==> src/rtl/load_store_unit.sv <==
// load_store_unit
// ---------------
// Turns one core load/store request at a time into a word-aligned data-memory
// transaction and returns the aligned, sign/zero-extended load data that feeds
// the writeback select.
//
// Ports
//   clk, rst_n        rising-edge clock, synchronous active-low reset
//   req_valid/ready   core request handshake
//   req_we            1 = store, 0 = load
//   req_funct3        RV32I size/sign code (LB/LH/LW/LBU/LHU, SB/SH/SW)
//   req_addr          byte address
//   req_wdata         right-aligned store data
//   mem_req/gnt       memory request handshake
//   mem_we            memory write enable (0 for loads)
//   mem_addr          word address {req_addr[31:2], 2'b00}
//   mem_wstrb         byte write strobes (0000 for loads)
//   mem_wdata         lane-steered store data
//   mem_rvalid/rdata  load return, only looked at while waiting for it
//   resp_valid        one-cycle completion pulse
//   resp_err          misaligned, illegal funct3 or timeout (qualified by resp_valid)
//   read_data         extended load data; 0 for stores and errors
//   dbg_state         current FSM state (IDLE=0, REQ=1, WAIT=2, RESP=3)
//
// Handshake rules: a request transfers on a rising edge where req_valid and
// req_ready are both 1; the core must keep its request fields stable while
// req_valid is high and req_ready is low. mem_req stays high with mem_we,
// mem_addr, mem_wstrb and mem_wdata unchanged until the edge where mem_gnt=1.

module load_store_unit #(
    parameter int TIMEOUT = 255,
    parameter int CNT_W   = 8
) (
    input  logic        clk,
    input  logic        rst_n,
    input  logic        req_valid,
    output logic        req_ready,
    input  logic        req_we,
    input  logic [2:0]  req_funct3,
    input  logic [31:0] req_addr,
    input  logic [31:0] req_wdata,
    output logic        mem_req,
    input  logic        mem_gnt,
    output logic        mem_we,
    output logic [31:0] mem_addr,
    output logic [3:0]  mem_wstrb,
    output logic [31:0] mem_wdata,
    input  logic        mem_rvalid,
    input  logic [31:0] mem_rdata,
    output logic        resp_valid,
    output logic        resp_err,
    output logic [31:0] read_data,
    output logic [1:0]  dbg_state
);

    typedef enum logic [1:0] {
        S_IDLE = 2'd0,
        S_REQ  = 2'd1,
        S_WAIT = 2'd2,
        S_RESP = 2'd3
    } state_t;

    // Last counter value before the load is aborted.
    localparam logic [CNT_W-1:0] CNT_LAST = CNT_W'((TIMEOUT > 0) ? TIMEOUT - 1 : 0);

    state_t            state;
    state_t            state_nx;
    logic [CNT_W-1:0]  cnt;
    logic [2:0]        funct3_q;
    logic [1:0]        off_q;
    logic              ready_q;
    logic              we_q;
    logic [31:0]       addr_q;
    logic [3:0]        wstrb_q;
    logic [31:0]       wdata_q;
    logic              resp_err_q;
    logic [31:0]       read_data_q;

    logic              accept;
    logic              req_err;
    logic              timeout_hit;
    logic [3:0]        strb_c;
    logic [31:0]       wdata_c;
    logic [7:0]        byte_sel;
    logic [15:0]       half_sel;
    logic [31:0]       load_c;

    assign accept      = (state == S_IDLE) && ready_q && req_valid;
    assign timeout_hit = (TIMEOUT != 0) && (cnt == CNT_LAST);

    // Request legality: size/alignment and the funct3 codes valid per direction.
    always_comb begin
        req_err = 1'b0;
        case (req_funct3)
            3'b000:  req_err = 1'b0;
            3'b001:  req_err = req_addr[0];
            3'b010:  req_err = |req_addr[1:0];
            3'b100:  req_err = req_we;
            3'b101:  req_err = req_we | req_addr[0];
            default: req_err = 1'b1;
        endcase
    end

    // Store lane steering. Replicating the data lets the strobes alone pick
    // the target lane.
    always_comb begin
        strb_c  = 4'b0000;
        wdata_c = 32'd0;
        if (req_we) begin
            case (req_funct3[1:0])
                2'b00: begin
                    strb_c  = 4'b0001 << req_addr[1:0];
                    wdata_c = {4{req_wdata[7:0]}};
                end
                2'b01: begin
                    strb_c  = req_addr[1] ? 4'b1100 : 4'b0011;
                    wdata_c = {2{req_wdata[15:0]}};
                end
                default: begin
                    strb_c  = 4'b1111;
                    wdata_c = req_wdata;
                end
            endcase
        end
    end

    // Load extraction from the returned word using the captured byte offset.
    always_comb begin
        byte_sel = mem_rdata[{off_q, 3'b000} +: 8];
        half_sel = off_q[1] ? mem_rdata[31:16] : mem_rdata[15:0];
        load_c   = mem_rdata;
        case (funct3_q)
            3'b000:  load_c = {{24{byte_sel[7]}}, byte_sel};
            3'b001:  load_c = {{16{half_sel[15]}}, half_sel};
            3'b100:  load_c = {24'd0, byte_sel};
            3'b101:  load_c = {16'd0, half_sel};
            default: load_c = mem_rdata;
        endcase
    end

    // Next-state logic.
    always_comb begin
        state_nx = state;
        case (state)
            S_IDLE:  if (accept) state_nx = req_err ? S_RESP : S_REQ;
            S_REQ:   if (mem_gnt) state_nx = we_q ? S_RESP : S_WAIT;
            S_WAIT:  if (mem_rvalid || timeout_hit) state_nx = S_RESP;
            S_RESP:  state_nx = S_IDLE;
            default: state_nx = S_IDLE;
        endcase
    end

    always_ff @(posedge clk) begin
        if (!rst_n) begin
            state       <= S_IDLE;
            ready_q     <= 1'b0;
            cnt         <= '0;
            funct3_q    <= 3'd0;
            off_q       <= 2'd0;
            we_q        <= 1'b0;
            addr_q      <= 32'd0;
            wstrb_q     <= 4'd0;
            wdata_q     <= 32'd0;
            resp_err_q  <= 1'b0;
            read_data_q <= 32'd0;
        end else begin
            state   <= state_nx;
            // Registered so ready stays low on the first edge out of reset.
            ready_q <= (state_nx == S_IDLE);
            case (state)
                S_IDLE: begin
                    if (accept) begin
                        funct3_q <= req_funct3;
                        off_q    <= req_addr[1:0];
                        we_q     <= req_we;
                        addr_q   <= {req_addr[31:2], 2'b00};
                        wstrb_q  <= strb_c;
                        wdata_q  <= wdata_c;
                        if (req_err) begin
                            resp_err_q  <= 1'b1;
                            read_data_q <= 32'd0;
                        end
                    end
                end
                S_REQ: begin
                    if (mem_gnt) begin
                        cnt <= '0;
                        if (we_q) begin
                            resp_err_q  <= 1'b0;
                            read_data_q <= 32'd0;
                        end
                    end
                end
                S_WAIT: begin
                    // Data arriving on the final allowed cycle still wins.
                    if (mem_rvalid) begin
                        resp_err_q  <= 1'b0;
                        read_data_q <= load_c;
                    end else if (timeout_hit) begin
                        resp_err_q  <= 1'b1;
                        read_data_q <= 32'd0;
                    end else begin
                        cnt <= cnt + 1'b1;
                    end
                end
                default: ;
            endcase
        end
    end

    assign req_ready  = ready_q;
    assign mem_req    = (state == S_REQ);
    assign mem_we     = we_q;
    assign mem_addr   = addr_q;
    assign mem_wstrb  = wstrb_q;
    assign mem_wdata  = wdata_q;
    assign resp_valid = (state == S_RESP);
    assign resp_err   = resp_err_q;
    assign read_data  = read_data_q;
    assign dbg_state  = state;

endmodule

==> config.mk <==
export PLATFORM = sky130hd
export DESIGN_NAME = load_store_unit
export DESIGN_NICKNAME = d
export VERILOG_FILES = /design/src/rtl/load_store_unit.sv
export SDC_FILE = /design/constraint.sdc
export NUM_CORES = 1
export LEC_CHECK = 0
export ABC_AREA = 1
export ABC_CLOCK_PERIOD_IN_PS = 1800
export CAP_MARGIN = 20
export CORE_AREA = 2 2 137 166
export DETAILED_ROUTE_END_ITERATION = 16
export DIE_AREA = 0 0 139 168
export SETUP_SLACK_MARGIN = 0.5
export SYNTH_ARGS = -nofsm -noshare
export SYNTH_HDL_FRONTEND = slang
export SYNTH_SLANG_ARGS = --single-unit
==> constraint.sdc <==
create_clock -name clk -period 1.8 [get_ports clk]
set_clock_uncertainty 0.1 [all_clocks]
set_input_delay 0.36 -clock clk [delete_from_list [all_inputs] [get_ports clk]]
set_output_delay 0.36 -clock clk [all_outputs]
set_load 0.03 [all_outputs]
* After elaboration in Yosys (flattened, before gate mapping)
Cells that the tools add are included.
Cells by class: add/subtract/negate cells 1, eq/ne operators 19, shifts and indexed selects 2, multiplexer cells 32, bitwise logic cells 1, reduce and logical (&&, ||, !) cells 14
Operator list (number):
- $mux W32 | 7
- $pmux W32 S4 | 1
- $pmux W32 S3 | 1
- $pmux W32 S2 | 1
- $shiftx A32 B6 Y8 | 1
- $mux W8 | 3
- $mux W16 | 1
- $pmux W8 S2 | 1
- $eq A3 B3 Y1 const B | 4
- $add A8 B1 Y8 const B | 1
- $eq A8 B8 Y1 const B | 1
- $mux W2 | 4
- $mux W4 | 2
- $ne A2 B2 Y1 const B | 4
- $pmux W2 S4 | 1
- $pmux W4 S2 | 1
- $mux W1 | 7
- $eq A3 B1 Y1 const B | 2
- $logic_not A2 Y1 | 3
- $logic_not A3 Y1 | 2
- $reduce_and A6 Y1 | 1
- $pmux W1 S5 | 1
- $eq A2 B1 Y1 const B | 2
- $eq A2 B2 Y1 const B | 2
- other kinds (13) | 15
Word-level totals: bits in registers 116, bits of input ports 105, output and inout bits 107, logic and storage cells 80

* Longest topological paths before layout
Gate-level depths: netlist of run 1.
depth in word-level cells 6, mapped depth 12, depth with buffers taken out 11

* Worst setup path before layout of run 1
Ideal clock, no wire load.
path kind register to register, from register state[0] (netlist: dbg_state[0]), to register cnt[0], library setup time 117 ps, data arrival time 1862 ps, data required time 1583 ps, setup slack -279 ps, cell stages (with the launch flop) 9, path buffers 1, period minus slack after synthesis 2079 ps, cell sequence dfxtp_1 buf_4 inv_1 nor2_1 nand2_1 nand2_2 inv_1 a21oi_1 nor2_1
Between the ends: word-level cells in the longest chain between the ends 3, elaborated cells between the ends (all ways) 8, those cells by class eq/ne (5); mux (1); reduce/logical (2)
RTL lines:
- start: declaration | RTL line 66 | state_t state;
- start signal: assignment | RTL line 167 | state <= state_nx;
- $eq A2 B1 Y1 *
- net mem_req | RTL line 42 | output logic mem_req,
- $ne A2 B1 Y1 (no line) or $reduce_bool A2 Y1 (tied branches)
- $reduce_and A4 Y1 (no line)
- end signal: assignment | RTL line 203 | cnt <= cnt + 1'b1;
- end: declaration | RTL line 68 | logic [CNT_W-1:0] cnt;
The timed path passes the listed nets; every way through them passes the cells marked *. A chain may end at the register's enable or synchronous reset.

* Worst setup path after layout of run 1
from register state[0] (netlist: dbg_state[0]), to register read_data_q[4] (netlist: read_data[4])
Between the ends: word-level cells in the longest chain between the ends 5, elaborated cells between the ends (all ways) 13, those cells by class eq/ne (7); mux (1); reduce/logical (5)
RTL lines:
- $logic_not A2 Y1 | RTL line 88, 170
- $logic_and A1 B1 Y1 (2 in series) | RTL line 88 | assign accept = (state == S_IDLE) && ready_q && req_valid;
- $ne A2 B2 Y1 (no line)
- $reduce_and A6 Y1 (no line)
- end signal: assignment | RTL line 198 | read_data_q <= load_c;
- end: declaration | RTL line 77 | logic [31:0] read_data_q;
Parallel ways exist; a longest one is shown, timed or not.

==> impl_metrics.csv, run 1 <==
group,metric,value,unit
placed_design,place.port_buffers,209,
layout,multi_input_comb_area,0.00325,mm^2
sta,hold_slack,361,ps
pwr,power.internal,7.31,mW
routing,detailedRoute.firstIterationViolations,323,
sta,setup_violating_endpoint_count_in_the_final_report,0,
critical_path,r2r_start,"dbg_state[0]",
global_routing,grt_antenna_before_repair,0,
global_routing,groute.layer.met1.usage,18.9,%
placed_design,hpwl_dp,14.6,mm
pwr,portion_of_total_power_attributed_to_the_clock_network,29.5,%
layout,utilization,47.3,%
critical_path,startpoint_type,"register",
synthesis,edff_count_synth,0,
synthesis,synth_commonest_cells,"186 x nand2_1, 127 x nor2_1, 116 x dfxtp_1, 92 x a21oi_1, 84 x o21ai_0",
floorplan,die_width,139,um
clock_network,cts.path.max_buffers,2,
global_routing,number_of_global_route_vias_before_repair,5881,
critical_path,worstSetupPathType,"reg2reg",
sta,min_period_over_period,94.9,%
clock_network,register_clock_pin_slew_on_the_reported_worst_setup_and_hold_paths,50,ps
synthesis,synth_warnings,0,
critical_path,worstSetupEndpoint,"read_data[4]",
critical_path,regToRegSetupSlack,90,ps
routing,route.vias.total,6346,
status,outcome,"finished clean",
pwr,p_sw_share,35.7,%
routing,drt-pass1-iter-count,4,
floorplan,fp-row-count,60,
routing,routedWlPerCell,15.5,um
critical_path,critical_path_required,2050,ps
routing,ant_nets,0,
layout,synthToLayoutAreaGrowth,94.3,%
synthesis,synth-main-ff-cell,"dfxtp_1",
pwr,p_leak,4.45,nW
sta,final.min_clock_period,1710,ps
global_routing,met3_usage,5.20,%
floorplan,die_area,0.0234,mm^2
synthesis,synthCells,788,
critical_path,cp_max_fo,8,
synthesis,synthesis.area_per_instance,6.78,um^2
critical_path,r2r_cells,11,
layout,fillCellCount,2125,
pwr,seq_power_share,28.9,%
global_routing,gr-total-overflow,0,
global_routing,grt.met2_usage,28.2,%
floorplan,boundaryPins,212,
synthesis,synthDominantCellAreaShare,43.5,%
floorplan,die_extent_in_y,168,um
synthesis,post_synth_instance_area,0.00534,mm^2
layout,sequential_cell_area,0.00246,mm^2
job,drv_cap,0,
critical_path,critical_path_capture_point_type,"register",
critical_path,timing.rr.end,"read_data[4]",
routing,remaining_drc_errors,0,
pwr,share_of_power_burned_in_combinational_logic,41.6,%
synthesis,ys_seq_elements,116,
synthesis,netlist.top_cell.by_area,"dfxtp_1",
sta,finalMaxSlewViolations,0,
layout,insertedDiodeCount,0,
synthesis,postSynth.asyncResetShare,0,%
clock_network,cts_buffer_count,17,
floorplan,floorplan.initialDensity,24.4,%
synthesis,synth-seq-area-share,43.5,%
critical_path,critical_path_data_arrival_time,1960,ps
synthesis,synthDistinctLibCells,31,
layout,design.final.nets,1197,
sta,setup_tns,0,ps
layout,final_layout_size_suffix_gt1_share,45.5,%
clock_network,tritoncts_clock_tree,"built",
hold_path,worstHoldPathType,"in2reg",
sta,grt_setup_unrepaired,"true",
sta,max_clock_freq,585,MHz
global_routing,grt.busiest_layer,"met2",
floorplan,placeableCoreArea,0.0219,mm^2
global_routing,largest_net_degree_at_the_start_of_global_routing,37,
routing,drt-total-wl,21.4,mm
placed_design,placement_stage_cell_area,0.00824,mm^2
clock_network,cts_sinks,116,
pwr,power_density,1100,mW/mm^2
global_routing,grt_util_all_layers,16.4,%
global_routing,first_pass_grt_wire_length,30.6,mm
pwr,vdd_drop_max,0.000690,V
synthesis,yosys-top-cells-area,"dfxtp_1 43%, nand2_1 13%, nor2_1 8.9%",
clock_network,clockRootBuffer,"clkbuf_16",
routing,vias_per_cell,4.60,
clock_network,htreeDepth,4,
placed_design,gp_congestion,0.824,
clock_network,clock_latency,410,ps
synthesis,synth.most_common_cell,"nand2_1",
critical_path,setup.worst_path.start,"dbg_state[0]",
layout,final_design_area_no_fill,0.0104,mm^2
sta,timing_hold_violations_final,0,
pwr,power_switching,4.05,mW
routing by layer:
metal	wire [um]	vias up
met4	610	0
li1	-	3169
met5	0	-
met1	8560	2923
met2	10700	211
met3	1440	43
worst min-delay path by stage:
stage | start | slack, ps | to | cells after the start
after detailed placement | mem_wstrb[0] | 360 | mem_wstrb[0] | 2
after CTS | mem_wdata[14] | 370 | mem_wdata[14] | 2
final | req_funct3[1] | 360 | funct3_q[1] | 4
after global placement | mem_wdata[4] | 350 | mem_wdata[4] | 2
after floorplan | cnt[4] | 370 | cnt[4] | 2
after global routing | cnt[4] | 380 | cnt[4] | 2
layout by cell type (no fill, tap or decap), types with 3 or more instances in the layout:
master / count
a21oi_1: 58
a21oi_2: 33
buf_12: 15
buf_4: 78
buf_6: 122
clkbuf_16: 25
clkbuf_8: 4
clkdlybuf4s50_1: 102
clkinvlp_4: 4
dfxtp_1: 8
dfxtp_2: 105
dfxtp_4: 3
inv_1: 37
inv_2: 6
nand2_1: 160
nand2_2: 8
nand2_4: 22
nand2_8: 5
nand3_1: 26
nand3_2: 5
nand4_1: 4
nor2_1: 113
nor2_2: 3
nor2_4: 13
o211ai_1: 4
o21ai_0: 30
o21ai_1: 36
o21ai_2: 30
o22ai_1: 8
or2_2: 5
power by group through the flow:
stage	Clock [mW]	Sequential, mW	Combinational (mW)
CTS	3.39	3.27	3.94
detailed placement	0	3.19	3.72
global placement	0	3.19	3.71
global route	3.53	3.33	5.07
finish	3.35	3.28	4.73
floorplan	0	3.77	1.48
layout make-up:
cell class | instances | area share, %
flip-flops and latches | 116 | 23.8
inverters | 48 | 2.07
clock inverters | 7 | 0.675
well taps | 279 | 3.37
clock buffers | 24 | 4.95
repair buffers | 328 | 33.8
multi-input cells | 579 | 31.3
cell families (layout without fill, tap and decap cells):
kind of cell | count (synthesis) | count (layout) | synth area share [%]
AOI/OAI and AO/OA | 201 | 201 | 19.3
xor gates and xnor gates | 3 | 3 | 0.492
adders and majority gates | 2 | 2 | 0.469
buffers and inverters | 97 | 407 | 7.99
DFF | 116 | 116 | 43.5
other | 1 | 2 | 0.0702
and+or+nand+nor | 368 | 371 | 28.2
sequential cells by signal, summed over array words and instances, names as in the netlist:
| signal | cells |
|---|---|
| cnt | 8 |
| dbg_state | 2 |
| funct3_q | 3 |
| mem_addr | 30 |
| mem_wdata | 32 |
| mem_we | 1 |
| mem_wstrb | 4 |
| off_q | 2 |
| read_data | 32 |
| req_ready | 1 |
| resp_err | 1 |
metrics by stage:
stage / cells / power (mW) / setup slack, ps
floorplan: 789 / 5.25 / 297
detailed placement: 1296 / 6.91 / -297
CTS: 1337 / 10.6 / 126
global placement: 1296 / 6.90 / -233
finish: 1381 / 11.4 / 91.3
global route: 1381 / 11.9 / 13.1
timing repair:
action,CTS,global route
pin swaps,3,68
setup buffers,10,33
hold buffers,0,0
setup endpoints to repair,220,221
gates resized for setup,847,206
gates cloned,0,11
worst max-delay path, stage by stage, from the launching register on:
cell and delay [ps]:
dfxtp_4 350, buf_8 140, buf_12 120, nor2_8 150, buf_12 140, nand2_8 80
buf_4 170, a21oi_4 120, nand3_2 80, nand2_1 70, nand2_1 50, nor2_1 70
Note: power is estimated with default switching activity, not from simulation.
==> run 2: changes to the inputs <==
--- a/config.mk
+++ b/config.mk
@@ -8,9 +8,9 @@
 export ABC_AREA = 1
 export ABC_CLOCK_PERIOD_IN_PS = 1800
 export CAP_MARGIN = 20
-export CORE_AREA = 2 2 137 166
+export CORE_AREA = 2 2 150 152
 export DETAILED_ROUTE_END_ITERATION = 16
-export DIE_AREA = 0 0 139 168
+export DIE_AREA = 0 0 152 154
 export SETUP_SLACK_MARGIN = 0.5
 export SYNTH_ARGS = -nofsm -noshare
 export SYNTH_HDL_FRONTEND = slang
==> run 2 against run 1 <==
  * Fmax down 2.1%
  * Hold slack lost 2.2 ps
  * Global-route usage rose by 0.53 points
  * Clock power rose by 4%
  * Total power is 3.7% higher
  * Final cell count grew 1.1%
  * Routed wire length up 4.9%
  * Non-clock buffer count rose by 13
  * Sequential share of layout area fell by 0.45 points
  * Critical path type unchanged
  * Highest routed layer unchanged
  * Critical path depth is 1 higher
  * Largest cell class unchanged
==> impl_metrics.csv, run 2 (same netlist as run 1, synthesis figures left out) <==
group,metric,value,unit
routing,ant_nets,0,
layout,insertedDiodeCount,0,
placed_design,gp_congestion,0.834,
critical_path,critical_path_data_arrival_time,1950,ps
layout,layout.cells.most_common,"nand2_1",
layout,final_layout_size_suffix_gt1_share,48.1,%
floorplan,die_width,152,um
critical_path,startpoint_type,"register",
layout,synthToLayoutAreaGrowth,98.3,%
critical_path,cp_max_fo,5,
clock_network,clockRootBuffer,"clkbuf_16",
clock_network,cts_sinks,116,
critical_path,worstSetupPathType,"reg2reg",
job,drv_cap,0,
global_routing,grt_antenna_before_repair,1,
critical_path,critical_path_capture_point_type,"register",
critical_path,critical_path_required,2000,ps
pwr,p_sw_share,37.1,%
placed_design,hpwl_dp,14.2,mm
placed_design,placement_stage_cell_area,0.00817,mm^2
hold_path,worstHoldPathType,"in2reg",
pwr,power_switching,4.37,mW
routing,route.vias.total,6514,
layout,fillCellCount,2104,
global_routing,grt_util_all_layers,16.9,%
sta,min_period_over_period,96.9,%
layout,final_design_area_no_fill,0.0106,mm^2
sta,grt_setup_unrepaired,"true",
status,outcome,"finished clean",
pwr,seq_power_share,27.9,%
sta,timing_hold_violations_final,0,
sta,finalMaxSlewViolations,0,
clock_network,register_clock_pin_slew_on_the_reported_worst_setup_and_hold_paths,60,ps
pwr,share_of_power_burned_in_combinational_logic,42.5,%
floorplan,boundaryPins,212,
floorplan,die_extent_in_y,154,um
placed_design,dpl.cell_count,1287,
clock_network,cts_buffer_count,17,
routing,drt-pass1-iter-count,5,
global_routing,gr-total-overflow,0,
layout,design.final.nets,1210,
sta,max_clock_freq,573,MHz
floorplan,die_area,0.0234,mm^2
sta,final.min_clock_period,1740,ps
layout,most-common-layout-cells,"161 x nand2_1, 115 x buf_6, 103 x clkdlybuf4s50_1, 101 x dfxtp_2, 100 x nor2_1",
routing,remaining_drc_errors,0,
layout,utilization,48.8,%
floorplan,placeableCoreArea,0.0217,mm^2
clock_network,tritoncts_clock_tree,"built",
global_routing,number_of_global_route_vias_before_repair,6010,
pwr,portion_of_total_power_attributed_to_the_clock_network,29.6,%
placed_design,place.port_buffers,209,
clock_network,htreeDepth,4,
sta,setup_tns,0,ps
routing,detailedRoute.firstIterationViolations,325,
pwr,power_density,1110,mW/mm^2
clock_network,clock_latency,410,ps
pwr,power,11.8,mW
global_routing,largest_net_degree_at_the_start_of_global_routing,52,
global_routing,first_pass_grt_wire_length,32.0,mm
clock_network,hold_buf_count_cts,0,
floorplan,fp-row-count,54,
pwr,p_leak,4.59,nW
pwr,vdd_drop_max,0.000873,V
routing,vias_per_cell,4.67,
clock_network,cts.path.max_buffers,2,
floorplan,floorplan.initialDensity,24.6,%
pwr,power.internal,7.41,mW
sta,setup_violating_endpoint_count_in_the_final_report,0,
layout,finalNonFillerCells,1396,
routing,routedWlPerCell,16.0,um
routing,drt-total-wl,22.4,mm
==> run 2: cell types whose count changed in the layout (fill, tap and decap cells not counted), moves of 5 or more <==
cell / delta
buf_8: +5
nor2_1: -13
a21oi_1: +6
buf_6: -7
inv_8: +5
buf_4: +12
nor2_2: +10
o21ai_2: +21
o21ai_1: -19
a21oi_2: -5
inv_6: +5
==> run 2: cell type report <==
type | count | area [um^2] | share of cell area (%)
Timing Repair Buffer | 341 | 3650 | 34.5
Timing Repair inverter | 1 | 11.3 | 0.106
Tap cell | 280 | 350 | 3.31
Sequential cell | 116 | 2470 | 23.3
Clock buffer | 18 | 429 | 4.05
Clock inverter | 14 | 166 | 1.57
Multi-Input combinational cell | 578 | 3300 | 31.1
Inverter | 48 | 213 | 2.01
==> run 2: what timing repair did <==
item	in CTS	in global routing
pin swaps	3	71
gates resized for setup	863	222
gates cloned	2	15
buffers inserted	15	45
setup endpoints to repair	220	221
==> run 2: metrics by stage <==
stage	worst slack [ps]	hold slack, ps
detailed placement	-225	355
finish	55.0	359
global route	-47.0	375
CTS	88.9	364
global placement	-215	351
floorplan	297	368
==> run 2: worst max-delay path: stages (launching register included) <==
cell and delay, ps:
dfxtp_2 320, inv_2 70, ha_4 140, nand2_4 50, nor2_4 90, nand2_1 80
nand3_2 90, nand2_4 80, nor2_4 280, clkbuf_16 200, nand2_1 50, nand2_1 50
nor2_1 40
==> run 2: power groups by stage <==
| stage | clock [mW] | sequential [mW] | combinational [mW] |
|---|---|---|---|
| CTS | 3.56 | 3.27 | 3.92 |
| finish | 3.49 | 3.29 | 5.00 |
| global placement | 0 | 3.18 | 3.63 |
| global route | 3.70 | 3.33 | 5.33 |
| floorplan | 0 | 3.77 | 1.48 |
| detailed placement | 0 | 3.19 | 3.63 |
==> run 2: metal layers <==
layer	global-route usage, %	part of all wire, %	up-vias
met4	4.14	0.83	0
met5	0	0	-
met2	27.0	48	251
met1	21.5	43	3033
li1	-	-	3220
met3	6.71	8.2	10
==> run 2: path summary, 6_finish.rpt <==
kind	start	endpoint	slack, ps	cells past startpoint
setup / recovery	cnt[0]	read_data[8]	60	12
hold / removal	req_funct3[1]	funct3_q[1]	360	4
setup reg to reg	cnt[0]	read_data[8]	60	12
hold reg to reg	read_data[18]	read_data[18]	360	2
